**src/rtl/fetch_unit.sv**
```systemverilog
// fetch_unit: walks byte-wide program memory and assembles 3-byte
// instructions (opcode, A, B) for the decode/ALU stage; handles HALT and JUMP.
//
// Ports:
//   clk, rst          - clock, asynchronous active-high reset
//   start             - begin fetching at START_ADDR (from IDLE or HALTED)
//   mem_req/mem_addr  - program memory read request, byte address = PC
//   mem_rdata/mem_ack - read data, valid while mem_ack=1
//   issue_valid/ready - handshake towards execute
//   issue_opcode/a/b  - ALU select and operands of the issued instruction
//   halted            - HALT opcode reached
//   busy              - high in every state other than IDLE and HALTED
module fetch_unit #(
    parameter logic [7:0] START_ADDR = 8'h00
) (
    input  logic       clk,
    input  logic       rst,
    input  logic       start,
    output logic       mem_req,
    output logic [7:0] mem_addr,
    input  logic [7:0] mem_rdata,
    input  logic       mem_ack,
    output logic       issue_valid,
    input  logic       issue_ready,
    output logic [2:0] issue_opcode,
    output logic [7:0] issue_a,
    output logic [7:0] issue_b,
    output logic       halted,
    output logic       busy
);

    localparam logic [7:0] OP_HALT = 8'hFF;

    typedef enum logic [2:0] {
        S_IDLE,
        S_FETCH_OP,
        S_FETCH_A,
        S_FETCH_B,
        S_ISSUE,
        S_HALTED
    } state_t;

    state_t     state_q, state_d;
    logic [7:0] pc_q, pc_d;
    logic [7:0] op_q, op_d;
    logic [7:0] a_q, a_d;
    logic [7:0] b_q, b_d;

    logic [7:0] pc_inc;

    assign pc_inc = pc_q + 8'd1;

    always_ff @(posedge clk or posedge rst) begin
        if (rst) begin
            state_q <= S_IDLE;
            pc_q    <= START_ADDR;
            op_q    <= 8'h00;
            a_q     <= 8'h00;
            b_q     <= 8'h00;
        end else begin
            state_q <= state_d;
            pc_q    <= pc_d;
            op_q    <= op_d;
            a_q     <= a_d;
            b_q     <= b_d;
        end
    end

    always_comb begin
        state_d = state_q;
        pc_d    = pc_q;
        op_d    = op_q;
        a_d     = a_q;
        b_d     = b_q;
        unique case (state_q)
            S_IDLE, S_HALTED: begin
                if (start) begin
                    pc_d    = START_ADDR;
                    state_d = S_FETCH_OP;
                end
            end
            S_FETCH_OP: begin
                if (mem_ack) begin
                    op_d = mem_rdata;
                    pc_d = pc_inc;
                    // PC is left pointing past the HALT byte
                    if (mem_rdata == OP_HALT) begin
                        state_d = S_HALTED;
                    end else begin
                        state_d = S_FETCH_A;
                    end
                end
            end
            S_FETCH_A: begin
                if (mem_ack) begin
                    a_d     = mem_rdata;
                    pc_d    = pc_inc;
                    state_d = S_FETCH_B;
                end
            end
            S_FETCH_B: begin
                if (mem_ack) begin
                    b_d = mem_rdata;
                    // JUMP: B is fetched only to keep the 3-byte format,
                    // the target in A replaces the increment
                    if (op_q[7]) begin
                        pc_d    = a_q;
                        state_d = S_FETCH_OP;
                    end else begin
                        pc_d    = pc_inc;
                        state_d = S_ISSUE;
                    end
                end
            end
            S_ISSUE: begin
                if (issue_ready) begin
                    state_d = S_FETCH_OP;
                end
            end
            default: begin
                state_d = S_IDLE;
            end
        endcase
    end

    // Outputs come from state and registers only; no path from ack/ready.
    assign mem_req = (state_q == S_FETCH_OP) ||
                     (state_q == S_FETCH_A)  ||
                     (state_q == S_FETCH_B);
    assign mem_addr     = pc_q;
    assign issue_valid  = (state_q == S_ISSUE);
    assign issue_opcode = op_q[2:0];
    assign issue_a      = a_q;
    assign issue_b      = b_q;
    assign halted       = (state_q == S_HALTED);
    assign busy         = (state_q != S_IDLE) && (state_q != S_HALTED);

endmodule
```
**config.mk**
```make
export PLATFORM = sky130hd
export DESIGN_NAME = fetch_unit
export DESIGN_NICKNAME = d
export VERILOG_FILES = /design/src/rtl/fetch_unit.sv
export SDC_FILE = /design/constraint.sdc
export NUM_CORES = 1
export LEC_CHECK = 0
export BUFFER_PORTS_ARGS = -buffer_cell sky130_fd_sc_hd__buf_4
export CAP_MARGIN = 5
export CORE_UTILIZATION = 56
export DETAILED_ROUTE_END_ITERATION = 10
export GPL_ROUTABILITY_DRIVEN = 1
export GPL_TIMING_DRIVEN = 0
export PLACE_DENSITY = 0.84
export SLEW_MARGIN = 20
export SYNTH_ARGS = -nofsm -noshare
export SYNTH_HDL_FRONTEND = slang
export SYNTH_SLANG_ARGS = --single-unit
```
**constraint.sdc**
```tcl
create_clock -name clk -period 5.1 [get_ports clk]
set_clock_uncertainty 0.15 [all_clocks]
set_input_delay 0.255 -clock clk [delete_from_list [all_inputs] [get_ports clk]]
set_output_delay 0.255 -clock clk [all_outputs]
set_load 0.02 [all_outputs]
```
==> results_dict.tcl, run 1 <==
set metrics [dict create \
    synth_seq_cells 31 \
    synth.yosys.seq_area_share_pct 46.8 \
    final.min_clock_period_ns 2.06 \
    slowest_stage "buf_1" \
    start_util_pct 59.6 \
    gp_congestion 0.830 \
    cts.sink_count 31 \
    synth_edf_count 0 \
    ys.flop_type "dfrtp_1" \
    max-vdd-ir-drop_mv 0.520 \
    synth_cell_types 44 \
    hold_violations 0 \
    critical_path.cell_chain "buf_2 -> buf_1 -> xnor2_1 -> nand2b_1 -> buf_4" \
    syn_avg_cell_area_um2 10.6 \
    sequentialPowerShare_pct 32.0 \
    layout-drive-gt1-share_pct 41.1 \
    dieWidth_um 56.4 \
    htree_num_levels 2 \
    tritoncts "done" \
    die_h_um 56.4 \
    worstPathRequired_ns 4.70 \
    place_hpwl_mm 2.69 \
    viasPerCell 5.92 \
    endpoint_kind "output pin" \
    clkPwrFrac_pct 12.0 \
    crit_path_max_incr_delay_ns 0.38 \
    post_drt_wl_per_cell_um 15.7 \
    rsz0062_at_grt "false" \
    port-buffer-count 43 \
    overflow 0 \
    yosys_warnings 0 \
    drc 0 \
    powerDensity_nw_per_um2 678 \
    cp.arrival_ns 1.65 \
    diodes 0 \
    core-area_um2 2780 \
    p_sw_mw 0.610 \
    path_buf_inv 3 \
    clk_latency_ns 0.33 \
    clkTransAtPathRegs_ns 0.10 \
    p_int_mw 0.816 \
    gr-usage-all-layers_pct 25.0 \
    antenna_found_initial 0 \
    fin_crit_sh_pct 40.4 \
    drv_slew 0 \
    ant_nets 0 \
    detail_route.wirelength_mm 3.76 \
    nFillCells 194 \
    grt_pass1_vias 1353 \
    setup_viol 0 \
    criticalPathCategory "reg -> out" \
    grt_pass1_wl_mm 6.10 \
    io_pins 44 \
    die_area_um2 3180 \
    maxCapViolCount 0 \
    synth_cells 157 \
    critical_path.max_fanout 10 \
    combinationalPowerShare_pct 56.0 \
    slew_headroom_pct 56.7 \
    min_path_type "in -> reg" \
    netlist_area_um2 1660 \
    crit_family "buffers and inverters" \
    synthArstFlopShare_pct 100 \
    root_buffer "clkbuf_4" \
    synth_nets 171 \
    cts_buffers 5 \
    num_rows 19 \
    final.setup.tns_ns 0 \
    final_common_cell "buf_4" \
    p_leak_nw 0.961 \
    critPathLaunchType "flop" \
    post-cts-setup-buffers 0 \
    final_core_util_pct 75.6 \
    run_status "complete, no violations" \
    finalNetCount 222 \
    switching_share_pct 42.8 \
    layout_common_cells "buf_4, dfrtp_1, mux2_2, nand2_1" \
    areaGrowthSynthToFinish_pct 26.8 \
    drt-pass1-iter-count 4 \
    tightest_slew_ns 0.648 \
    grt_max_degree 32 \
    clk_path_buf_depth 2 \
    dr_total_vias 1420 \
    drt-initial-drc-count 46 \
    max_freq_ghz 0.486 \
]
[state kept, by name, summed over array words and instances, names as in the netlist]
signal,cells
issue_a,8
issue_b,8
mem_addr,8
op_q,4
state_q,3
[cell families after synthesis]
kind of cell	count (synthesis)	share of synthesized area (%)
fa+ha+maj	1	0.754
compound gates	29	11.3
xor+xnor	1	0.528
mux	22	14.8
flops	31	46.8
buf+inv	21	6.71
simple gates	52	19.2
[path summary, 6_finish.rpt]
kind                         endpoint  depth (start not counted)          from  slack, ns
max                              busy                          5    state_q[0]       3.04
min                        issue_b[4]                          2  mem_rdata[4]       0.02
max reg2reg                   op_q[2]                          5    state_q[2]       3.15
min reg2reg                issue_b[4]                          1    issue_b[4]       0.37
max in group asynchronous  state_q[2]                          3           rst       3.95
min in group asynchronous  issue_a[7]                          3           rst       0.42
[synth_stat cells (3+ instances only)]
| library cell | count | area, um2 |
|---|---|---|
| a21oi_1 | 6 | 30.0 |
| buf_2 | 5 | 25.0 |
| buf_4 | 3 | 22.5 |
| dfrtp_1 | 31 | 776 |
| inv_1 | 8 | 30.0 |
| mux2_2 | 20 | 225 |
| nand2_1 | 10 | 37.5 |
| nand3_1 | 9 | 45.0 |
| nor2_1 | 6 | 22.5 |
| nor3b_1 | 3 | 22.5 |
| o21ai_0 | 9 | 45.0 |
| o31ai_1 | 3 | 22.5 |
[routing by layer]
metal / wire length, um / global-route usage [%] / vias up
li1: - / - / 663
met1: 1640 / 31.6 / 696
met2: 1890 / 40.7 / 54
met3: 168 / 4.84 / 7
met4: 61 / 12.9 / 0
met5: 0 / 0 / -
[final cells by class]
class / instances / area (um2) / area share (%)
plain buffers: 13 / 81.3 / 3.87
clock buffers: 7 / 65.1 / 3.09
clock inverters: 1 / 7.51 / 0.357
inverters: 8 / 30.0 / 1.43
multi-input cells: 105 / 772 / 36.7
flip-flops and latches: 31 / 776 / 36.9
well taps: 31 / 38.8 / 1.84
repair buffers: 44 / 333 / 15.8
[power by group through the flow]
stage          combinational, mW  sequential [mW]  clock, mW
3_3_place_gp               0.776            0.454          0
2_1_floorplan              0.415            0.554          0
5_1_grt                    0.855            0.470      0.178
3_5_place_dp               0.795            0.461          0
6_report                   0.798            0.457      0.170
4_1_cts                    0.799            0.456      0.171
[stage by stage]
stage / total power [mW] / area (um2) / std cells / setup WS (ns) / hold slack (ns)
3_5_place_dp: 1.26 / 2020 / 231 / 3.10 / 0.244
6_report: 1.43 / 2100 / 240 / 3.04 / 0.0183
2_1_floorplan: 0.969 / 1660 / 157 / 3.30 / 0.209
5_1_grt: 1.50 / 2100 / 240 / 2.95 / 0.0207
4_1_cts: 1.43 / 2100 / 240 / 3.06 / 0.0119
3_3_place_gp: 1.23 / 2020 / 231 / 3.15 / 0.340
[timing repair]
action / in CTS / in global routing
gates resized for setup: 0 / 0
hold buffers: 1 / 0
hold endpoints to repair: 31 / 0
(Power assumes the default switching activity.)
==> run 2: changes to the inputs <==
--- a/config.mk
+++ b/config.mk
@@ -7,11 +7,11 @@
 export LEC_CHECK = 0
 export BUFFER_PORTS_ARGS = -buffer_cell sky130_fd_sc_hd__buf_4
 export CAP_MARGIN = 5
-export CORE_UTILIZATION = 56
+export CORE_UTILIZATION = 52
 export DETAILED_ROUTE_END_ITERATION = 10
 export GPL_ROUTABILITY_DRIVEN = 1
 export GPL_TIMING_DRIVEN = 0
-export PLACE_DENSITY = 0.84
+export PLACE_DENSITY = 0.79
 export SLEW_MARGIN = 20
 export SYNTH_ARGS = -nofsm -noshare
 export SYNTH_HDL_FRONTEND = slang
==> constraint.sdc (replaced) <==
create_clock -name clk -period 2.1 [get_ports clk]
set_clock_uncertainty 0.15 [all_clocks]
set_input_delay 0.105 -clock clk [delete_from_list [all_inputs] [get_ports clk]]
set_output_delay 0.105 -clock clk [all_outputs]
set_load 0.02 [all_outputs]
==> run 2 against run 1 <==
Sequential power increased by 140%; utilization decreased by 1.8 points; sequential cell count unchanged; wire length increased by 3.7%; global-route usage decreased by 0.059 points; clock power increased by 140%; non-clock buffer count increased by 11; die area increased by 7.4%; worst setup slack got worse by 2.9 ns; cell count increased by 10%; critical path type is now reg -> reg; largest cell class is now multi-input combinational cells.
==> results_dict.tcl, run 2 (synthesis gave the netlist of run 1 again) <==
set metrics [dict create \
    reg2reg_slack_ns 0.16 \
    p_leak_nw 1.01 \
    criticalPathCategory "reg -> reg" \
    cp.arrival_ns 2.00 \
    nFillCells 208 \
    tritoncts "done" \
    cp_common_cell "buf_2" \
    hold_violations 0 \
    num_rows 20 \
    cts.sink_count 31 \
    slowest_stage "or4b_1" \
    finalNetCount 233 \
    critical_path.max_fanout 10 \
    maxCapViolCount 0 \
    rsz0062_at_grt "false" \
    clk_latency_ns 0.33 \
    areaGrowthSynthToFinish_pct 34.8 \
    detail_route.wirelength_mm 3.90 \
    setup_viol 0 \
    r2r_end "mem_addr[3]" \
    antenna_found_initial 0 \
    final.min_clock_period_ns 1.94 \
    min_path_type "in -> reg" \
    core-area_um2 3030 \
    place_hpwl_mm 2.72 \
    pre_cts_ws_ns 0.0728 \
    layout-drive-gt1-share_pct 40.0 \
    fin_crit_sh_pct 92.3 \
    die_area_um2 3420 \
    diodes 0 \
    rr_worst_depth 6 \
    drt-pass1-iter-count 5 \
    power_mw 3.50 \
    fin_ws_ns 0.162 \
    tightest_slew_ns 0.654 \
    critPathLaunchType "flop" \
    endpoint_kind "flop" \
    clk_path_buf_depth 2 \
    gr-usage-all-layers_pct 24.9 \
    grt_max_degree 32 \
    drv_slew 0 \
    crit_path_max_incr_delay_ns 0.51 \
    post-cts-setup-buffers 0 \
    drt-initial-drc-count 93 \
    crit_family "simple AND/OR/NAND/NOR gates" \
    grt_pass1_wl_mm 6.37 \
    run_status "complete, no violations" \
    r2r-start "state_q[1]" \
    grt_pass1_vias 1374 \
    dr_total_vias 1472 \
    gp_congestion 0.876 \
    final.setup.tns_ns 0 \
    viasPerCell 5.58 \
    max-vdd-ir-drop_mv 0.942 \
    powerDensity_nw_per_um2 1570 \
    start_util_pct 54.8 \
    cts_buffers 5 \
    timing.hold.ws_ns 0.123 \
    worstPathRequired_ns 2.16 \
    slew_headroom_pct 56.4 \
    ant_nets 0 \
    overflow 0 \
    dieWidth_um 58.5 \
    path_buf_inv 2 \
    worstHoldStart "start" \
    dp_cells 244 \
    drc 0 \
    post_drt_wl_per_cell_um 14.8 \
    final_common_cell "buf_4" \
    io_pins 44 \
    die_h_um 58.5 \
    port-buffer-count 43 \
    max_freq_ghz 0.516 \
    layout_common_cells "buf_4, dfrtp_1, mux2_2, dlygate4sd3_1, nand2_1" \
    root_buffer "clkbuf_4" \
    hold-path-endpoint "state_q[0]" \
    layout.cells.non_filler 264 \
    htree_num_levels 2 \
    clkTransAtPathRegs_ns 0.11 \
    hold_depth 4 \
    critical_path.cell_chain "buf_2 -> or4b_1 -> o211a_1 -> buf_2 -> o21ai_0 -> o311ai_1" \
]
-- run 2: how the worst max path moves through the flow --
stage | cells past startpoint | slack (ns) | end | start
after floorplan | 6 | 0.30 | mem_addr[3] | state_q[0]
after global placement | 5 | 0.07 | op_q[1] | state_q[2]
after detailed placement | 5 | 0.07 | op_q[0] | state_q[2]
after CTS | 5 | 0.05 | op_q[0] | state_q[2]
after global routing | 6 | 0.06 | mem_addr[3] | state_q[1]
final | 6 | 0.16 | mem_addr[3] | state_q[1]
-- run 2: repair_timing --
item	in CTS	in global routing
gates resized for setup	0	2
hold buffers	12	0
endpoints found under the hold margin	53	0
setup endpoints to repair	0	5
-- run 2: worst reg2reg max path: stages (launching register included) --
cell      delay [ns]
dfrtp_1         0.40
buf_2           0.18
or4b_1          0.51
o211a_1         0.12
buf_2           0.17
o21ai_0         0.17
o311ai_1        0.11
-- run 2: stage by stage --
stage / cell area [um2] / util, %
after floorplan: 1660 / -
after global routing: 2240 / 73.8
after global placement: 2040 / 67.3
after CTS: 2230 / 73.6
final: 2240 / 73.8
after detailed placement: 2040 / 67.3
-- run 2: final cells by class --
class	count	area (um2)	area share, %
buffer	13	82.6	3.69
clock buffer	7	65.1	2.91
clock inverter	1	7.51	0.336
inverter	8	30.0	1.34
multi-input combinational	105	777	34.8
sequential	31	776	34.7
tap	44	55.1	2.46
timing repair buffer	55	443	19.8
-- run 2: power breakdown --
group	switching [mW]	internal [mW]
clock	0.220	0.196
sequential	0.226	0.885
combinational	1.05	0.925
total	1.50	2.01
-- run 2: metal layers --
layer / up-vias / global-route usage [%] / wire (um)
met4: 0 / 9.52 / 34
met1: 718 / 30.6 / 1670
met2: 60 / 42.2 / 1940
met3: 5 / 6.59 / 252
li1: 689 / - / -
met5: - / 0 / 0
